File: src/rtl/bit32_mux_arbiter.sv
// bit32_mux_arbiter: round-robin share of one 32-bit 2:1 mux between
// two valid/ready producers, burst-bounded, with a 1-entry output stage.
//
// Ports:
//   clk, rst_n            clock; synchronous active-low reset
//   req1_valid/data/ready requester 1 handshake (mux in1)
//   req2_valid/data/ready requester 2 handshake (mux in2)
//   sel                   mux select, 1 only while requester 2 holds grant
//   out_valid/data/ready  registered output handshake
//   busy                  a grant is active
// Build option: ARB_FIXED_PRIO_EN makes requester 1 win every tie and
// lets it keep the grant past BURST; only requester 2 bursts are bounded.

module bit32_mux_arbiter #(
  parameter int BURST = 4
) (
  input  logic        clk,
  input  logic        rst_n,
  input  logic        req1_valid,
  input  logic [31:0] req1_data,
  output logic        req1_ready,
  input  logic        req2_valid,
  input  logic [31:0] req2_data,
  output logic        req2_ready,
  output logic        sel,
  output logic        out_valid,
  output logic [31:0] out_data,
  input  logic        out_ready,
  output logic        busy
);

  typedef enum logic [1:0] {
    IDLE = 2'd0,
    GNT1 = 2'd1,
    GNT2 = 2'd2
  } state_t;

  localparam logic [3:0] BLEN = 4'(BURST);

  state_t      state;
  state_t      state_d;
  state_t      oth_st;
  // last: 0 = requester 1 granted most recently, 1 = requester 2
  logic        last;
  logic        last_d;
  logic [3:0]  cnt;
  logic [3:0]  cnt_d;
  logic [3:0]  cnt_inc;

  logic        space;
  logic        xfer1;
  logic        xfer2;
  logic        xfer;
  logic        in_g1;
  logic        own_v;
  logic        oth_v;
  logic        hold;
  logic        drop;
  logic        exp_hit;
  logic        pick2;
  logic        sw1;
  logic        sw_exp;
  logic [31:0] mux_data;

  assign space = !out_valid || out_ready;
  assign xfer1 = req1_valid && req1_ready;
  assign xfer2 = req2_valid && req2_ready;
  assign xfer  = xfer1 || xfer2;

  assign cnt_inc = cnt + {3'b000, xfer};

  assign in_g1  = (state == GNT1);
  assign own_v  = in_g1 ? req1_valid : req2_valid;
  assign oth_v  = in_g1 ? req2_valid : req1_valid;
  assign oth_st = in_g1 ? GNT2 : GNT1;

  // Grant-state decode; the three cases are mutually exclusive.
  // With space high and own valid high a transfer is happening,
  // so the burst test uses the post-transfer count.
  assign hold    = !space;
  assign drop    = space && !own_v;
  assign exp_hit = space && own_v && (cnt_inc == BLEN);

`ifdef ARB_FIXED_PRIO_EN
  assign pick2 = req2_valid && !req1_valid;
  assign sw1   = 1'b0;
`else
  assign pick2 = req2_valid && (!req1_valid || !last);
  assign sw1   = req2_valid;
`endif

  // Requester 1 always takes over an expired requester 2 burst.
  assign sw_exp = in_g1 ? sw1 : req1_valid;

  always_ff @(posedge clk) begin
    if (!rst_n) begin
      state <= IDLE;
      last  <= 1'b1;
      cnt   <= '0;
    end else begin
      state <= state_d;
      last  <= last_d;
      cnt   <= cnt_d;
    end
  end

  always_comb begin
    state_d = state;
    last_d  = last;
    cnt_d   = cnt;
    unique case (state)
      IDLE: begin
        if (req1_valid || req2_valid) begin
          state_d = pick2 ? GNT2 : GNT1;
          last_d  = pick2;
          cnt_d   = '0;
        end
      end
      GNT1, GNT2: begin
        unique case (1'b1)
          hold: cnt_d = cnt;
          drop: begin
            cnt_d = '0;
            if (oth_v) begin
              state_d = oth_st;
              last_d  = in_g1;
            end else begin
              state_d = IDLE;
            end
          end
          exp_hit: begin
            cnt_d = '0;
            if (sw_exp) begin
              state_d = oth_st;
              last_d  = in_g1;
            end
          end
          default: cnt_d = cnt_inc;
        endcase
      end
      default: begin
        state_d = IDLE;
        cnt_d   = '0;
      end
    endcase
  end

  // Readies are gated by rst_n so nothing is accepted in a reset cycle.
  always_comb begin
    sel        = 1'b0;
    busy       = 1'b0;
    req1_ready = 1'b0;
    req2_ready = 1'b0;
    unique case (state)
      GNT1: begin
        busy       = 1'b1;
        req1_ready = space && rst_n;
      end
      GNT2: begin
        busy       = 1'b1;
        sel        = 1'b1;
        req2_ready = space && rst_n;
      end
      default: begin
        busy = 1'b0;
      end
    endcase
  end

  assign mux_data = sel ? req2_data : req1_data;

  always_ff @(posedge clk) begin
    if (!rst_n) begin
      out_valid <= 1'b0;
      out_data  <= '0;
    end else if (xfer) begin
      out_valid <= 1'b1;
      out_data  <= mux_data;
    end else if (out_ready) begin
      out_valid <= 1'b0;
    end
  end

`ifndef SYNTHESIS
  a_one_ready: assert property (
    @(posedge clk) !(req1_ready && req2_ready));

  a_out_hold: assert property (
    @(posedge clk) disable iff (!rst_n)
    (out_valid && !out_ready) |=> (out_valid && $stable(out_data)));
`endif

endmodule

File: config.mk
export PLATFORM = sky130hd
export DESIGN_NAME = bit32_mux_arbiter
export DESIGN_NICKNAME = d
export VERILOG_FILES = /design/src/rtl/bit32_mux_arbiter.sv
export SDC_FILE = /design/constraint.sdc
export NUM_CORES = 1
export LEC_CHECK = 0
export ABC_AREA = 1
export CAP_MARGIN = 5
export CELL_PAD_IN_SITES_DETAIL_PLACEMENT = 2
export CELL_PAD_IN_SITES_GLOBAL_PLACEMENT = 2
export CORE_ASPECT_RATIO = 1.1
export CORE_UTILIZATION = 19
export CTS_CLUSTER_DIAMETER = 150
export DETAILED_ROUTE_END_ITERATION = 10
export GPL_ROUTABILITY_DRIVEN = 0
export HOLD_SLACK_MARGIN = 0.05
export PLACE_DENSITY_LB_ADDON = 0.12
export SLEW_MARGIN = 20
export SYNTH_ARGS = -nofsm -noshare
export SYNTH_HDL_FRONTEND = slang
export SYNTH_SLANG_ARGS = --single-unit
File: constraint.sdc
create_clock -name clk -period 3.84 [get_ports clk]
set_clock_uncertainty 0.15 [all_clocks]
set_input_delay 0.768 -clock clk [delete_from_list [all_inputs] [get_ports clk]]
set_output_delay 0.768 -clock clk [all_outputs]
set_load 0.01 [all_outputs]
Word level (Yosys, flattened, before mapping)
Index checks and enable logic that the tools add are counted.
W data, S select, Z words.
- equal/unequal tests: 9
- add/subtract/negate cells: 1
- reduce and logical (&&, ||, !) cells: 24
- muxes and demuxes: 23
- operators with widths (operator ; count):
    $mux W32 ; 1
    $pmux W4 S2 ; 2
    $mux W1 ; 11
    $mux W2 ; 5
    $pmux W2 S2 ; 2
    $logic_and A1 B1 Y1 ; 7
    $ne A2 B2 Y1 const B ; 3
    $logic_not A1 Y1 ; 5
    $add A4 B1 Y4 ; 1
    $eq A4 B3 Y1 const B ; 1
    $logic_or A1 B1 Y1 ; 4
    $mux W4 ; 1
    $reduce_and A4 Y1 ; 1
    $reduce_bool A2 Y1 ; 2
    $reduce_or A2 Y1 ; 2
    $ne A3 B1 Y1 const B ; 1
    $ne A3 B3 Y1 const B ; 1
    $reduce_and A3 Y1 ; 1
    $eq A2 B1 Y1 const B ; 1
    $eq A2 B2 Y1 const B ; 1
    $logic_not A2 Y1 ; 1
    $ne A2 B1 Y1 const B ; 1
    $pmux W1 S2 ; 1
    $reduce_and A2 Y1 ; 1
- bits of input ports: 69
- register bits after elaboration: 40
- word-level logic and storage cells: 62

Logic depth before layout (Yosys ltp)
Gate-level depths: netlist of the first run.
- word-level depth: 12
- mapped depth: 22
- mapped depth without buffers: 19

Worst setup path before layout of the first run
No wires, ideal clock.
- path kind: input port to flip-flop
- from: input rst_n
- to: register state[0]
- arrival time: 2.643 ns
- stages: 16
- setup slack: 0.977 ns
- library setup time: 0.070 ns
- cells stage by stage: clkbuf_1 nand3_1 inv_2 buf_6 buf_2 ha_1 ha_1 nor2_1 nand2_1 nor2_2 nand2_2 nand2_2 nand2_2 nor2_1 nand3_1 a21oi_1
- longest elaborated chain between the ends: 9
- elaborated cells on any way between the ends: 14
- RTL lines (item ; RTL line ; source):
    start: declaration ; 18 ; input logic rst_n,
    $logic_and A1 B1 Y1 * ; 157, 162 ;
    $mux W1 ; 154 ; unique case (state)
    $logic_and A1 B1 Y1 (on tied branches) ; 66, 67 ;
    $logic_or A1 B1 Y1 * ; 68 ; assign xfer = xfer1 || xfer2;
    via xfer ; 53 ; logic xfer;
    $add A4 B1 Y4 * ; 70 ; assign cnt_inc = cnt + {3'b000, xfer};
    $eq A4 B3 Y1 * ; 82 ; assign exp_hit = space && own_v && (cnt_inc == BLEN);
    $logic_and A1 B1 Y1 * ; 82 ;
    $pmux W2 S2 (tied with other cells) ; 120 ; unique case (1'b1)
    $pmux W2 S2 or $reduce_and A3 Y1 (tied branches) ; n/a ;
    end signal: assignment ; 101 ; state <= state_d;
    end: declaration ; 40 ; state_t state;
The timed path passes the listed nets; every way through them passes the cells marked *.
A chain may end at the register's enable or synchronous reset.

Worst setup path in the final report of the first run
- from: input rst_n
- to: output req2_ready
- longest elaborated chain between the ends: 2
- RTL lines (item ; RTL line ; source):
    $logic_and A1 B1 Y1 ; 162 ; req2_ready = space && rst_n;
    $mux W1 ; 154 ;
    end: declaration ; 24 ; output logic req2_ready,
No other way between the ends.

==> results of run 1 <==
[metal layers]
metal,GRT usage,up-vias
met5,0,-
met2,0.277,53
met1,0.153,1074
li1,-,1130
met3,0.0433,2
met4,0.0352,0
[flip-flops by register name, summed over array words and instances, names as in the netlist]
name,flops
cnt,4
out_valid,1
out_data,32
state,2
last,1
[placed cells by master (no fill, tap or decap)]
| master | Yosys | final |
|---|---|---|
| nand4_1 | 1 | 1 |
| clkdlybuf4s50_1 | 0 | 105 |
| clkbuf_1 | 10 | 1 |
| nor2_2 | 1 | 1 |
| nand2_2 | 4 | 4 |
| a21oi_1 | 8 | 8 |
| buf_4 | 1 | 4 |
| nor2_1 | 10 | 10 |
| nand3_1 | 7 | 7 |
| nor3_1 | 1 | 1 |
| o21ai_1 | 11 | 11 |
| clkinvlp_4 | 0 | 1 |
| nand2_1 | 98 | 98 |
| inv_1 | 15 | 15 |
| inv_2 | 2 | 2 |
| o21ai_0 | 26 | 26 |
| ha_1 | 6 | 6 |
| a31oi_1 | 32 | 32 |
| clkbuf_8 | 0 | 6 |
| dfxtp_1 | 40 | 40 |
[report_power, final]
group / total, uW / switching [uW] / internal, uW
Clock: 305 / 159 / 146
Combinational: 720 / 394 / 327
Sequential: 539 / 45.1 / 494
[stage by stage]
step / instances / setup WS, ns / instance area [um^2] / hold slack (ns) / util
2_1_floorplan: 280 / 0.977 / 1950 / 0.299 / -
3_3_place_gp: 491 / 0.583 / 3080 / 0.327 / 0.311
3_5_place_dp: 491 / 0.466 / 3080 / 0.337 / 0.311
4_1_cts: 499 / 0.649 / 3170 / 0.350 / 0.321
5_1_grt: 499 / 0.549 / 3170 / 0.361 / 0.321
6_report: 499 / 0.683 / 3170 / 0.343 / 0.321
[cells in the mapped netlist (all sizes together)]
library cell / count / area share
o21ai: 37 / 0.095
a31oi: 32 / 0.10
nand4: 1 / 0.0032
buf: 8 / 0.031
nand3: 7 / 0.018
nor2: 11 / 0.022
dfxtp: 40 / 0.41
inv: 17 / 0.033
clkbuf: 10 / 0.019
nand2: 102 / 0.20
ha: 6 / 0.039
nor3: 1 / 0.0026
a21oi: 8 / 0.021
[area by class of cell]
type	count	area (um^2)	share of cell area
timing repair buffer	109	1080	0.341
multi-input combinational	205	983	0.310
sequential	40	801	0.252
tap	120	150	0.0473
clock buffer	7	86.3	0.0272
inverter	17	63.8	0.0201
clock inverter	1	7.51	0.00237
[final timing paths]
kind                               from                     to  slack [ns]
hold reg to reg     cnt[0]$_SDFFE_PN0P_    cnt[0]$_SDFFE_PN0P_        0.34
setup reg to reg  state[0]$_SDFFE_PN0P_  state[0]$_SDFFE_PN0P_        0.99
setup / recovery                  rst_n             req2_ready        0.68
hold / removal      cnt[0]$_SDFFE_PN0P_    cnt[0]$_SDFFE_PN0P_        0.34
[critical path: cells and delay by family]
kind | cells | cell delay (ns)
buf+inv | 2 | 1.25
simple gates | 2 | 0.22
[cell families after synthesis]
group | share of synthesized area
simple gates | 0.248
compound gates | 0.219
flops | 0.411
buf+inv | 0.0835
fa+ha+maj | 0.0386
==> metrics, run 1 <==
Leak=0.00126 uW; Met3 Wirelength=485 um; Hold Crit Class=reg2reg; Synth Instances=280; Max Root-Sink Buffers=2; Die W=98.5 um; first-pass GRT wire length=12.0 mm; violations in the final reports=design-rule violations; setup tns final=0 ns; post-synthesis register bit count=40; CTS Buf Count=5; H-tree depth=2; CTS tree=built; Pwr per Cell Area=493 nW/um^2; PortBufs=105; clk sinks=40; Area growth syn-to-layout=63.0%; Clk Latency, worst-skew pair=0.29 ns; synth warn=0; Root Driver=clkbuf_8; WL final=7.36 mm; diodes inserted=0; met2 routed WL=3.86 mm; Max Fclk=317 MHz; fin crit share=0.822; met1 WL=2.98 mm; CP required=2.92 ns; Mapped Avg Cell Area=6.95 um^2; Least-Margin Pin Slew=0.741 ns; Synth cell types=19; Overflow after GRT=0; post-CTS resize count=0; CTS Hold Buffers Added=0; outcome=complete, but fails checks; sequential area share after synthesis=0.411; clock slew at reported path FFs=0.08 ns; Hold Crit Depth=2; Vias/cell=4.53; largest net degree at the start of global routing=65; Worst VDD drop=0.131 mV; residual DRC count=2; crit path DAT=2.24 ns; initial antenna violation count=0; HPWL after DPL=5.52 mm; Period minus WS final=3.16 ns; mapped cell area=1950 um^2; I/O pins=106; CP max stage delay=0.71 ns; Setup Buffers After CTS=0; number of fillers in the final layout=1196; layout cell share with drive strength beyond 1=0.0475; vias in the first global route=2484; Worst Reg-to-Reg Cells=17; antenna-violating nets left=0; number of core rows=38; wire per inst=14.7 um; critical path capture point type=output pin; relative slew slack=0.501; Fin. Hold Viols=0; First-pass DRT Iterations=7; Initial DRC Count=43; overall via count from detail_route=2259; top layer in use=met4; die area=10700 um^2; Tot GR Track Use=0.144; total power=1560 uW; Slew Limit Fails=0; nets@finish=453; CP Max Fanout=10; max_cap viols=0; Final setup viols=0; Slowest cell on crit path=clkdlybuf4s50_1; initial core utilization=0.197; Die H=108 um; CP Launch Type=primary input; Setup CP Type=in2out; CP Cell Sequence=clkdlybuf4s50_1, nand2_1, nor2_1, clkdlybuf4s50_1; critical path's most frequent cell=clkdlybuf4s50_1; Mapped Nets=355; CORE AREA=9890 um^2; RSZ-0062 raised after global routing=false
Note: power is estimated with default switching activity, not from simulation.
==> run 2: changes to the inputs <==
--- a/config.mk
+++ b/config.mk
@@ -10,7 +10,7 @@
 export CELL_PAD_IN_SITES_DETAIL_PLACEMENT = 2
 export CELL_PAD_IN_SITES_GLOBAL_PLACEMENT = 2
 export CORE_ASPECT_RATIO = 1.1
-export CORE_UTILIZATION = 19
+export CORE_UTILIZATION = 17
 export CTS_CLUSTER_DIAMETER = 150
 export DETAILED_ROUTE_END_ITERATION = 10
 export GPL_ROUTABILITY_DRIVEN = 0
==> constraint.sdc (replaced) <==
create_clock -name clk -period 2.7 [get_ports clk]
set_clock_uncertainty 0.15 [all_clocks]
set_input_delay 0.54 -clock clk [delete_from_list [all_inputs] [get_ports clk]]
set_output_delay 0.54 -clock clk [all_outputs]
set_load 0.01 [all_outputs]
==> run 2 against run 1 <==
  * Critical endpoint is now state[0]$_SDFFE_PN0P_
  * Largest power group unchanged
  * Utilization is 0.99 points lower
  * Setup slack got worse by 0.51 ns
  * First-iteration DRC count fell by 28%
  * The run now ends clean
==> metrics, run 2 (same netlist as run 1, synthesis figures left out) <==
max_cap viols=0; Clk Latency, worst-skew pair=0.28 ns; Leak=0.00137 uW; die area=11900 um^2; HPWL after DPL=5.82 mm; pre-CTS setup slack=-0.232 ns; largest net degree at the start of global routing=65; Critical R2R Capture=state[0]$_SDFFE_PN0P_; diodes inserted=0; Setup CP Type=in2reg; CP required=2.76 ns; Least-Margin Pin Slew=0.631 ns; Max Fclk=396 MHz; fin crit share=0.935; nets@finish=465; relative slew slack=0.579; Largest register FFs=32; number of core rows=40; antenna-violating nets left=0; Max Root-Sink Buffers=2; PortBufs=105; Hold Crit Depth=2; H-tree depth=2; crit path DAT=2.59 ns; overall via count from detail_route=2344; Area growth syn-to-layout=75.8%; Slew Limit Fails=0; wire per inst=15.2 um; Final setup viols=0; Hold Crit Start=last$_SDFFE_PN1P_; worst setup margin=0.177 ns; Die W=104 um; critical path capture point type=flop; setup tns final=0 ns; vias in the first global route=2544; outcome=completed; CORE AREA=11000 um^2; initial core utilization=0.177; CP Max Fanout=4; CTS Buf Count=5; most frequent cells in the layout=clkdlybuf4s50_1 (101), nand2_1 (98), dfxtp_1 (38); Largest Register=out_data; CTS tree=built; Worst Reg-to-Reg Cells=19; Tot GR Track Use=0.142; RR Startpoint=state[1]$_SDFFE_PN0P_; Worst VDD drop=0.213 mV; total power=2510 uW; Period minus WS final=2.52 ns; CP Launch Type=primary input; crit path launch=out_ready; WL final=8.17 mm; layout cell share with drive strength beyond 1=0.105; initial antenna violation count=0; commonest non-fill, non-tap cell in the layout=clkdlybuf4s50_1; final core utilization=0.311; Pwr per Cell Area=732 nW/um^2; first-pass GRT wire length=13.1 mm; flop2flop setup slack=0.22 ns; clk sinks=40; clock slew at reported path FFs=0.06 ns; residual DRC count=0; Overflow after GRT=0; Vias/cell=4.36; Hold Crit Class=reg2reg; hold_ws=0.338 ns; Root Driver=clkbuf_16; First-pass DRT Iterations=4; CTS Hold Buffers Added=0; I/O pins=106; Worst Hold Endpoint=last$_SDFFE_PN1P_; biggest regs=out_data (32), cnt (4), state (2); Initial DRC Count=31; Die H=114 um; Fin. Hold Viols=0
[run 2: per-stage QoR]
step | cells | instance area (um^2)
after floorplan | 280 | 1960
after global placement | 529 | 3210
after detailed placement | 529 | 3210
after CTS | 537 | 3360
after global routing | 538 | 3420
final | 538 | 3420
[run 2: worst max-delay path, cell delays in order]
cell,delay (ns)
clkdlybuf4s50_1,0.48
inv_1,0.05
nand2_1,0.09
nand3_2,0.08
inv_2,0.09
ha_4,0.13
ha_2,0.27
nor2_1,0.09
nand2_1,0.07
nor2_2,0.09
nand2_2,0.11
nand2_4,0.11
nand2_4,0.06
nor2_4,0.12
nand3_2,0.07
a21oi_2,0.13
[run 2: how the worst max path moves through the flow]
| stage | endpoint |
|---|---|
| finish | state[0]$_SDFFE_PN0P_ |
| global route | state[0]$_SDFFE_PN0P_ |
| CTS | state[0]$_SDFFE_PN0P_ |
| detailed placement | state[0]$_SDFFE_PN0P_ |
| global placement | state[0]$_SDFFE_PN0P_ |
| floorplan | state[0]$_SDFFE_PN0P_ |
[run 2: metal layers]
layer / GRT usage / wire, um / vias to the layer above
li1: - / - / 1151
met1: 0.154 / 3290 / 1127
met2: 0.260 / 4250 / 55
met3: 0.0433 / 458 / 11
met4: 0.0514 / 164 / 0
met5: 0 / 0 / -
[run 2: cell type report]
cell class / count / area, um^2
Sequential cell: 40 / 806
Inverter: 17 / 66.3
Clock buffer: 8 / 146
Tap cell: 147 / 184
Fill cell: 1311 / 7590
Multi-Input combinational cell: 205 / 1040
Timing Repair Buffer: 121 / 1180
[run 2: timing repair]
action	CTS	global route
setup endpoints to repair	3	6
pin swaps	0	8
setup buffers	0	1
gates cloned	0	0
resized for setup	3	15
[run 2: report_power, final]
group / internal (uW) / switching [uW]
logic: 508 / 614
clock network: 369 / 243
registers: 708 / 65.1
total: 1590 / 921
==> run 3: changes to the inputs <==
--- a/config.mk
+++ b/config.mk
@@ -10,7 +10,8 @@
 export CELL_PAD_IN_SITES_DETAIL_PLACEMENT = 2
 export CELL_PAD_IN_SITES_GLOBAL_PLACEMENT = 2
 export CORE_ASPECT_RATIO = 1.1
-export CORE_UTILIZATION = 17
+export CORE_UTILIZATION = 18
+export CTS_BUF_LIST = sky130_fd_sc_hd__clkbuf_2 sky130_fd_sc_hd__clkbuf_4 sky130_fd_sc_hd__clkbuf_8
 export CTS_CLUSTER_DIAMETER = 150
 export DETAILED_ROUTE_END_ITERATION = 10
 export GPL_ROUTABILITY_DRIVEN = 0
==> run 3 against run 2 <==
  * Routed wire length shrank 2.5%
  * Utilization grew 0.95 points
  * Count of clock-buffer cells in the layout is the same
  * Die area shrank 5.5%
  * Global-route usage grew 0.70 points
  * Via count shrank 1.8%
  * Fmax shrank 2.8%
  * Sequential power shrank 0.6%
  * Sequential share of layout area grew 0.47 points
  * Largest power group unchanged
  * First-iteration DRC count grew 140%
==> metrics, run 3 (same netlist as run 1, synthesis figures left out) <==
clock slew at reported path FFs=0.08 ns; Max Fclk=385 MHz; Area growth syn-to-layout=71.9%; Slew Limit Fails=0; Final setup viols=0; Die H=111 um; clk sinks=40; vias in the first global route=2556; Slowest cell on crit path=clkdlybuf4s50_1; First-pass DRT Iterations=3; Fin. Hold Viols=0; Tot GR Track Use=0.149; Largest register FFs=32; Multi-input gate area=1010 um^2; number of fillers in the final layout=1236; Die W=101 um; CP Launch Type=flop; Pwr per Cell Area=698 nW/um^2; largest net degree at the start of global routing=65; CP required=2.01 ns; Least-Margin Pin Slew=0.623 ns; Clk Latency, worst-skew pair=0.29 ns; commonest non-fill, non-tap cell in the layout=clkdlybuf4s50_1; CTS Hold Buffers Added=0; I/O pins=106; wire per inst=14.9 um; Max Root-Sink Buffers=2; Initial DRC Count=73; RSZ-0062 raised after global routing=true; CTS tree=built; Leak=0.00138 uW; fin crit share=0.961; die area=11200 um^2; Hold Crit Class=reg2reg; CP max stage delay=0.62 ns; Buffers & Inverters on Critical Path=3; Root Driver=clkbuf_8; critical path capture point type=output pin; first-pass GRT wire length=12.9 mm; layout cell share with drive strength beyond 1=0.105; final core utilization=0.320; overall via count from detail_route=2301; biggest regs=out_data (32), cnt (4), state (2); hold_ws=0.342 ns; relative slew slack=0.585; PortBufs=105; CORE AREA=10400 um^2; Overflow after GRT=0; cell family with most CP delay=buffers and inverters; max_cap viols=0; initial antenna violation count=0; CP Cell Sequence=inv_2, ha_2, buf_4, clkdlybuf4s50_1; antenna-violating nets left=0; crit path DAT=1.90 ns; H-tree depth=2; WL final=7.96 mm; setup tns final=0 ns; CTS Buf Count=5; Vias/cell=4.31; outcome=completed; HPWL after DPL=5.74 mm; residual DRC count=0; Worst VDD drop=0.182 mV; Period minus WS final=2.59 ns; number of core rows=39; Largest Register=out_data; Setup CP Type=reg2out; initial core utilization=0.186; register area=803 um^2; diodes inserted=0; most frequent cells in the layout=clkdlybuf4s50_1 (101), nand2_1 (98), dfxtp_1 (38); nets@finish=465; CP Max Fanout=33
==> run 3: changes by cell type in the layout (fill, tap and decap cells not counted), sizes merged <==
cell / change
dlygate4sd2: -2
dlymetal6s2s: +2
==> run 3: power by group <==
| group | total [uW] | switching, uW | leakage [uW] | internal, uW |
|---|---|---|---|---|
| clock | 455 | 225 | 0.0000523 | 229 |
| combinational | 1110 | 608 | 0.00100 | 505 |
| sequential | 768 | 62.5 | 0.000326 | 706 |
| total | 2340 | 896 | 0.00138 | 1440 |
==> run 3: final timing paths <==
path / start / end / slack [ns] / cells past startpoint
worst max-delay path: state[0]$_SDFFE_PN0P_ / sel / 0.11 / 4
worst min-delay path: last$_SDFFE_PN1P_ / last$_SDFFE_PN1P_ / 0.34 / 2
worst max register to register: state[0]$_SDFFE_PN0P_ / state[1]$_SDFFE_PN0P_ / 0.15 / 17
worst min register to register: last$_SDFFE_PN1P_ / last$_SDFFE_PN1P_ / 0.34 / 2
==> run 3: worst min-delay path, cell delays in order (launching register included) <==
cell,delay [ns]
dfxtp_1,0.31
o21ai_0,0.07
nand3_1,0.06
==> run 3: area by class of cell <==
cell class / instances / share of cell area
repair buffers: 121 / 0.354
multi-input cells: 205 / 0.303
flip-flops and latches: 40 / 0.240
well taps: 143 / 0.0535
clock buffers: 8 / 0.0292
inverters: 17 / 0.0198
==> run 3: metal layers <==
layer	track usage	up-vias	routed length, um
li1	-	1153	-
met1	0.169	1089	3360
met2	0.272	53	4140
met3	0.0372	6	382
met4	0.0377	0	77
met5	0	-	0
==> run 3: timing repair <==
action | 4_1_cts | 5_1_grt
resized for setup | 0 | 12
setup buffers | 0 | 1
endpoints found under the hold margin | 0 | 0
setup endpoints to repair | 0 | 9
==> run 3: metrics by stage <==
step	setup WS [ns]	instances	power [uW]	cell area [um^2]
6_report	0.105	534	2340	3350
5_1_grt	-0.0711	534	2530	3350
4_1_cts	0.00106	533	2370	3300
3_5_place_dp	-0.296	525	1900	3200
3_3_place_gp	-0.154	525	1880	3200
2_1_floorplan	0.00590	280	1360	1960
